File: src/rtl/control_sequencer.sv
// rtl/control_sequencer.sv - hardwired control sequencer for a fetch/decode/execute datapath
//
// Ports:
//   Clock, clear        : system clock; synchronous active-high reset
//   IR[31:0]            : instruction register (opcode=IR[31:27], ra=IR[26:23], rb=IR[22:19], rc=IR[18:15])
//   mem_ready           : memory read data valid (only looked at in T1)
//   Stop                : request halt once the current instruction completes
//   PCout..Yin          : single-bit datapath strobes
//   Rin[15:0], Rout[15:0] : one-hot register write / drive enables
//   opcode[4:0]         : ALU operation select (non-zero only in T4)
//   Run                 : high in every state except HALT

module control_sequencer (
    input  logic        Clock,
    input  logic        clear,
    input  logic [31:0] IR,
    input  logic        mem_ready,
    input  logic        Stop,
    output logic        PCout,
    output logic        MARin,
    output logic        IncPC,
    output logic        Zin,
    output logic        Zlowout,
    output logic        PCin,
    output logic        Read,
    output logic        MDRin,
    output logic        MDRout,
    output logic        IRin,
    output logic        Yin,
    output logic [15:0] Rin,
    output logic [15:0] Rout,
    output logic [4:0]  opcode,
    output logic        Run
);

    localparam logic [2:0] T0   = 3'd0;
    localparam logic [2:0] T1   = 3'd1;
    localparam logic [2:0] T2   = 3'd2;
    localparam logic [2:0] T3   = 3'd3;
    localparam logic [2:0] T4   = 3'd4;
    localparam logic [2:0] T5   = 3'd5;
    localparam logic [2:0] HALT = 3'd6;

    localparam logic [4:0] OP_HALT = 5'b11011;

    logic [2:0] state;
    logic [2:0] state_next;
    logic [2:0] end_state;
    logic       stop_pending;
    logic       stop_seen;
    logic [4:0] op;
    logic [3:0] ra;
    logic [3:0] rb;
    logic [3:0] rc;
    logic       is_alu;
    logic       unused_ir;

    assign op = IR[31:27];
    assign ra = IR[26:23];
    assign rb = IR[22:19];
    assign rc = IR[18:15];
    assign unused_ir = ^IR[14:0];

    // ALU opcodes form the contiguous range 00011..01011
    assign is_alu = (op >= 5'b00011) && (op <= 5'b01011);

    // A Stop seen in the same cycle as the closing transition also counts
    assign stop_seen = stop_pending | Stop;
    assign end_state = stop_seen ? HALT : T0;

    always_comb begin
        state_next = state;
        case (state)
            T0:      state_next = T1;
            T1:      state_next = mem_ready ? T2 : T1;
            T2:      state_next = T3;
            T3: begin
                if (is_alu)
                    state_next = T4;
                else if (op == OP_HALT)
                    state_next = HALT;
                else
                    state_next = end_state;
            end
            T4:      state_next = T5;
            T5:      state_next = end_state;
            HALT:    state_next = HALT;
            default: state_next = T0;
        endcase
    end

    always_ff @(posedge Clock) begin
        if (clear) begin
            state        <= T0;
            stop_pending <= 1'b0;
        end else begin
            state        <= state_next;
            stop_pending <= stop_seen;
        end
    end

    always_comb begin
        PCout   = 1'b0;
        MARin   = 1'b0;
        IncPC   = 1'b0;
        Zin     = 1'b0;
        Zlowout = 1'b0;
        PCin    = 1'b0;
        Read    = 1'b0;
        MDRin   = 1'b0;
        MDRout  = 1'b0;
        IRin    = 1'b0;
        Yin     = 1'b0;
        Rin     = 16'h0000;
        Rout    = 16'h0000;
        opcode  = 5'b00000;
        case (state)
            T0: begin
                PCout = 1'b1;
                MARin = 1'b1;
                IncPC = 1'b1;
                Zin   = 1'b1;
            end
            T1: begin
                // Read stays up through the stall; the PC/MDR loads fire only with data
                Read = 1'b1;
                if (mem_ready) begin
                    Zlowout = 1'b1;
                    PCin    = 1'b1;
                    MDRin   = 1'b1;
                end
            end
            T2: begin
                MDRout = 1'b1;
                IRin   = 1'b1;
            end
            T3: begin
                if (is_alu) begin
                    Rout = 16'h0001 << rb;
                    Yin  = 1'b1;
                end
            end
            T4: begin
                Rout   = 16'h0001 << rc;
                Zin    = 1'b1;
                opcode = op;
            end
            T5: begin
                Zlowout = 1'b1;
                Rin     = 16'h0001 << ra;
            end
            default: ;
        endcase
    end

    assign Run = (state != HALT);

endmodule

File: config.mk
export PLATFORM = sky130hd
export DESIGN_NAME = control_sequencer
export DESIGN_NICKNAME = d
export VERILOG_FILES = /design/src/rtl/control_sequencer.sv
export SDC_FILE = /design/constraint.sdc
export NUM_CORES = 1
export LEC_CHECK = 0
export CAP_MARGIN = 20
export CORE_ASPECT_RATIO = 1.5
export CORE_UTILIZATION = 28
export CTS_BUF_LIST = sky130_fd_sc_hd__clkbuf_16
export CTS_CLUSTER_DIAMETER = 200
export DETAILED_ROUTE_END_ITERATION = 6
export PLACE_DENSITY = 0.85
export SLEW_MARGIN = 25
export SYNTH_ARGS = -nofsm -noshare
export SYNTH_HDL_FRONTEND = slang
export SYNTH_SLANG_ARGS = --single-unit
File: constraint.sdc
create_clock -name Clock -period 3 [get_ports Clock]
set_clock_uncertainty 0.1 [all_clocks]
set_input_delay 0.6 -clock Clock [delete_from_list [all_inputs] [get_ports Clock]]
set_output_delay 0.6 -clock Clock [all_outputs]
set_load 0.02 [all_outputs]
==> results of run 1 <==
[cells in the final DEF (no fill, tap or decap), drive strengths merged, types with 5 or more instances in the layout]
cell / count
o21ai: 7
o22ai: 16
nand2: 9
clkdlybuf4s50: 48
nand3b: 6
nor3: 6
buf: 13
clkbuf: 16
a21oi: 5
nor2: 22
and3: 5
nand2b: 7
[path summary, 6_finish.rpt]
check / end / slack (ns) / cells after the start
hold reg to reg: stop_pending$_SDFF_PP0_ / 0.43 / 2
setup / recovery: Rout[0] / 0.06 / 6
hold / removal: stop_pending$_SDFF_PP0_ / 0.43 / 2
setup reg to reg: state[1]$_SDFF_PP0_ / 1.43 / 4
[per-stage QoR]
stage / TNS [ns] / worst slack (ns)
final: 0 / 0.0621
after global routing: -0.00826 / -0.00340
after CTS: 0 / 0.00156
after detailed placement: -4.29 / -0.305
after global placement: -3.97 / -0.292
after floorplan: 0 / 0.485
[report_power, final]
group	internal (µW)	leakage, µW	switching [µW]
Combinational	100	0.000583	103
Sequential	59.9	0.0000337	15.0
Clock	171	0.0000370	42.8
[layer usage]
layer  up-vias  GRT usage [%]  part of all wire, %
li1        583              -                    -
met1       545           24.5                   37
met2        56           40.7                   56
met3         5           4.01                  5.6
met4         0           5.86                  1.3
met5         -              0                    0
[state kept, by name, indices dropped and copies added (netlist names)]
register,count
state,3
stop_pending,1
[tightest hold or removal path, stage by stage, from the launching register on]
cell and delay [ns]:
dfxtp_1 0.31, nor2_1 0.09, nor2_1 0.09
[logic make-up after synthesis]
| group | Yosys count | share of synthesized area (%) |
|---|---|---|
| AO/OA/AOI/OAI | 35 | 30.4 |
| buffers and inverters | 8 | 6.58 |
| flip-flops | 4 | 11.4 |
| AND/OR/NAND/NOR | 68 | 51.6 |
[cell type report]
class	count	share of cell area, %
tap	23	1.91
multi-input combinational	103	39.0
inverter	1	0.249
timing repair buffer	82	48.4
sequential	4	5.40
clock buffer	3	4.98
[timing repair]
action,in CTS,in global routing
pin swaps,0,0
endpoints found under the setup margin,17,20
gates resized for setup,20,31
setup buffers,0,1
gates cloned,0,0
==> impl_metrics.toml, run 1 <==
[job]
cap_violations = 0

[synth]
synth_edf_count = 0
yosysUniqueCellTypes = 30
synth_seq_cells = 4
synthArstFlopShare_pct = 0
synth_top_area_share_pct = 14.2
yosysMostFrequentCell = "nor2_1"
synth_commonest_cells = "nor2_1, o22ai_1, nand2_1, nand2b_1, o21ai_0"
ys_seq_area_share_pct = 11.4
yosysTopAreaCell = "o22ai_1"
synth_ff_type = "dfxtp_1"
avgSynthCellArea_um2 = 6.11
syn_nets = 151
ys.warnings.count = 0
syn_inst = 115
ys_top_cells_by_area = "o22ai_1, nor2_1, dfxtp_1"
synth_area_um2 = 703

[worst_setup_path]
path_class = "primary input to primary output"
cp_slowest_stage_delay_ns = 0.46
cp_top_family = "buffers and inverters"
arrival_ns = 2.24
end_kind = "primary output"
crit_path_start_kind = "primary input"
cp_max_fo = 5
critPathRequiredTime_ns = 2.30
crit_start = "IR[30]"
r2r_start = "state[0]$_SDFF_PP0_"
slowest_stage = "clkdlybuf4s50_1"
cp_num_buf_inv = 2
crit_chain = "clkdlybuf4s50_1, a21oi_1, nor3b_4, nand2_1, o22ai_1, dlygate4sd2_1"

[grt]
track_usage_pct = 22.0
grt_pass1_vias = 1098
grt_pass1_wl_um = 4750
grt_max_degree = 14
grt_overflow = 0
antenna_found_initial = 0

[routing]
drtIter0Drc = 55
wl_per_cell_um = 13.8
routed_wirelength_um = 2990
vias_per_cell = 5.50
drc_errors = 0
dr.pass1.iters = 4
routed-via-count = 1189
antenna_left = 0

[min_path]
hp-class = "flop to flop"
min_from = "stop_pending$_SDFF_PP0_"

[clock_network]
cts_root_buf = "clkbuf_16"
clk_pin_slew_ns = 0.03
holdBufCountCts = 0
clock_path_buffers = 2
clkLatencyLatePin_ns = 0.23
clock_sinks = 4
cts_tree = "yes"
h-tree-depth = 1
cts_buffers = 3

[layout]
n_antenna_cell = 0
final_nets = 231
regArea_um2 = 81.3
multi_input_area_um2 = 588
final_core_util_pct = 65.2
fill_cells = 200
final_cells = 216
areaGrowthSynthToFinish_pct = 114
stdcell_area_um2 = 1510
drive_gt1_share_pct = 19.2

[placement]
routabilityCongestion = 0.812
post_dp_cell_area_um2 = 1470
port-buffer-count = 69
hpwl_um = 2340
dp.cells = 212

[floorplanning]
coreArea_um2 = 2310
ios = 85
die_area_um2 = 2720
die_w_um = 42.9
die_y_um = 63.4
start_util_pct = 30.4
rows = 21

[power_and_ir_drop]
p_per_area_nw_per_um2 = 326
vdd_drop_max_mv = 0.455
total_power_uw = 492
p_leak_uw = 0.000654

[sta]
post-route-min-period_ns = 2.94
slew_headroom_pct = 71.6
slew_violations = 0
max_freq_mhz = 340
final-setup-viol-count = 0
holdWs_ns = 0.427
final_hold_viol_count = 0
worst_pin_slew_ns = 0.424
period_share_pct = 97.9

[run_status]
status = "finished clean"
(Power assumes the default switching activity.)
==> run 2: changes to the inputs <==
--- a/config.mk
+++ b/config.mk
@@ -7,11 +7,13 @@
 export LEC_CHECK = 0
 export CAP_MARGIN = 20
 export CORE_ASPECT_RATIO = 1.5
+export CORE_MARGIN = 2
 export CORE_UTILIZATION = 28
 export CTS_BUF_LIST = sky130_fd_sc_hd__clkbuf_16
 export CTS_CLUSTER_DIAMETER = 200
 export DETAILED_ROUTE_END_ITERATION = 6
 export PLACE_DENSITY = 0.85
+export SKIP_LAST_GASP = 1
 export SLEW_MARGIN = 25
 export SYNTH_ARGS = -nofsm -noshare
 export SYNTH_HDL_FRONTEND = slang
==> run 2 against run 1 <==
Final area shrank 0.83%. Maximum frequency shrank 0.66%. Sequential cell count is the same. Clock-buffer cell count is the same. Critical path depth shrank 2. Non-clock buffer count is the same. Die area grew 8.0%. Setup slack lost 0.019 ns. Largest cell class unchanged. Highest routed layer unchanged.
==> impl_metrics.toml, run 2 (synthesized netlist as in run 1, its figures left out) <==
[run_status]
status = "finished clean"

[worst_setup_path]
cp_max_fo = 4
cp.depth = 4
critPathRequiredTime_ns = 2.30
rr_endpoint = "state[1]$_SDFF_PP0_"
cp_top_family = "buffers and inverters"
slowest_stage = "clkdlybuf4s50_1"
reg2reg_slack_ns = 1.52
end_kind = "primary output"
cp_slowest_stage_delay_ns = 0.60
path_class = "primary input to primary output"
cp_common_cell = "clkdlybuf4s50_1"
crit_start = "IR[26]"
arrival_ns = 2.26
crit_path_start_kind = "primary input"
crit_chain = "clkdlybuf4s50_1, or3b_1, nor2_1, clkdlybuf4s50_1"
reg2reg_depth = 5
r2r_start = "state[0]$_SDFF_PP0_"
cp_num_buf_inv = 2

[routing]
wl_per_cell_um = 14.4
dr.pass1.iters = 4
antenna_left = 0
routed_wirelength_um = 3130
drc_errors = 0
drtIter0Drc = 59
routed-via-count = 1231
vias_per_cell = 5.67

[grt]
grt_pass1_wl_um = 4640
antenna_found_initial = 0
grt_pass1_vias = 1094
grt_overflow = 0
track_usage_pct = 21.0
grt_max_degree = 13

[clock_network]
clock_sinks = 4
cts_root_buf = "clkbuf_16"
cts_tree = "yes"
clk_pin_slew_ns = 0.03
clkLatencyLatePin_ns = 0.23
h-tree-depth = 1
cts_buffers = 3
clock_path_buffers = 2

[power_and_ir_drop]
power_frac_seq_pct = 14.2
cellInternalPower_uw = 332
power_frac_comb_pct = 42.0
p_sw_uw = 159
p_leak_uw = 0.000641
vdd_drop_max_mv = 0.347
p_clk_share_pct = 43.8
total_power_uw = 491
p_per_area_nw_per_um2 = 328
p_sw_share_pct = 32.3

[layout]
fill_cells = 232
areaGrowthSynthToFinish_pct = 112
final_nets = 231
largest-register = "state"
largest_reg_flops = 3
drive_gt1_share_pct = 20.2
n_antenna_cell = 0
layout_common_cells = "clkdlybuf4s50_1, nor2_1, o22ai_1"
top_regs = "state: 3 flops, stop_pending: 1 flops"
final_core_util_pct = 61.7
final_common_cell = "clkdlybuf4s50_1"
stdcell_area_um2 = 1490
final_cells = 217

[floorplanning]
die_y_um = 65.4
ios = 85
start_util_pct = 29.0
rows = 22
die_area_um2 = 2940
die_w_um = 44.9
coreArea_um2 = 2420

[sta]
final_hold_viol_count = 0
max_freq_mhz = 338
period_share_pct = 98.6
slew_violations = 0
fin_tns_setup_ns = 0
final-setup-viol-count = 0
rsz0062_at_grt = "true"
post-route-min-period_ns = 2.96
worst_pin_slew_ns = 0.370
slew_headroom_pct = 75.2

[min_path]
min_from = "stop_pending$_SDFF_PP0_"
hold-path-endpoint = "stop_pending$_SDFF_PP0_"
whs_path_depth = 2
hp-class = "flop to flop"

[placement]
post_dp_cell_area_um2 = 1470
routabilityCongestion = 0.797
port-buffer-count = 69
dp.cells = 213
hpwl_um = 2470

[job]
cap_violations = 0
run 2: changes by cell type in the layout (fill, tap and decap cells not counted), sizes merged:
cell,previous run,this run
dlygate4sd2,3,0
clkbuf,16,18
buf,13,14
clkdlybuf4s15,1,0
clkdlybuf4s50,48,49
run 2: tightest hold or removal path: stages (launching register included):
cell,delay [ns]
dfxtp_1,0.31
nor2_1,0.09
nor2_1,0.09
run 2: layout make-up:
| cell class | count | area (µm²) | area share (%) |
|---|---|---|---|
| Sequential cell | 4 | 80.1 | 5.36 |
| Timing Repair Buffer | 82 | 718 | 48.1 |
| Clock buffer | 3 | 75.1 | 5.03 |
| Multi-Input combinational cell | 103 | 587 | 39.3 |
| Tap cell | 24 | 30.0 | 2.01 |
| Inverter | 1 | 3.75 | 0.251 |
run 2: worst max path at each step:
stage / end / slack, ns
3_5_place_dp: Rout[14] / -0.34
3_3_place_gp: Rout[8] / -0.29
6_report: Rin[13] / 0.04
5_1_grt: Rout[9] / -0.06
4_1_cts: Rout[14] / -0.03
2_1_floorplan: Rout[8] / 0.49
run 2: metal layers:
layer	global-route usage, %	vias up	part of all wire, %
met1	19.7	556	33
met3	3.02	13	6.9
met4	15.4	0	4.4
met5	0	-	0
met2	38.8	67	56
li1	-	595	-
run 2: what timing repair did:
item,in CTS,in global routing
pin swaps,0,2
endpoints found under the setup margin,17,20
resized for setup,19,36
hold buffers,0,0
gates cloned,0,0
buffers inserted,0,1
endpoints found under the hold margin,0,0
run 2: metrics by stage:
step | setup slack [ns] | hold WS [ns]
CTS | -0.0282 | 0.434
finish | 0.0426 | 0.429
detailed placement | -0.340 | 0.426
floorplan | 0.485 | 0.377
global placement | -0.288 | 0.419
global route | -0.0623 | 0.454
run 2: power by group through the flow:
stage                     Combinational, µW  Clock, µW  Sequential [µW]
after global routing                    222        222             70.9
final                                   206        215             69.5
after floorplan                         111          0             64.7
after detailed placement                205          0             70.0
after CTS                               206        216             69.5
after global placement                  200          0             69.5
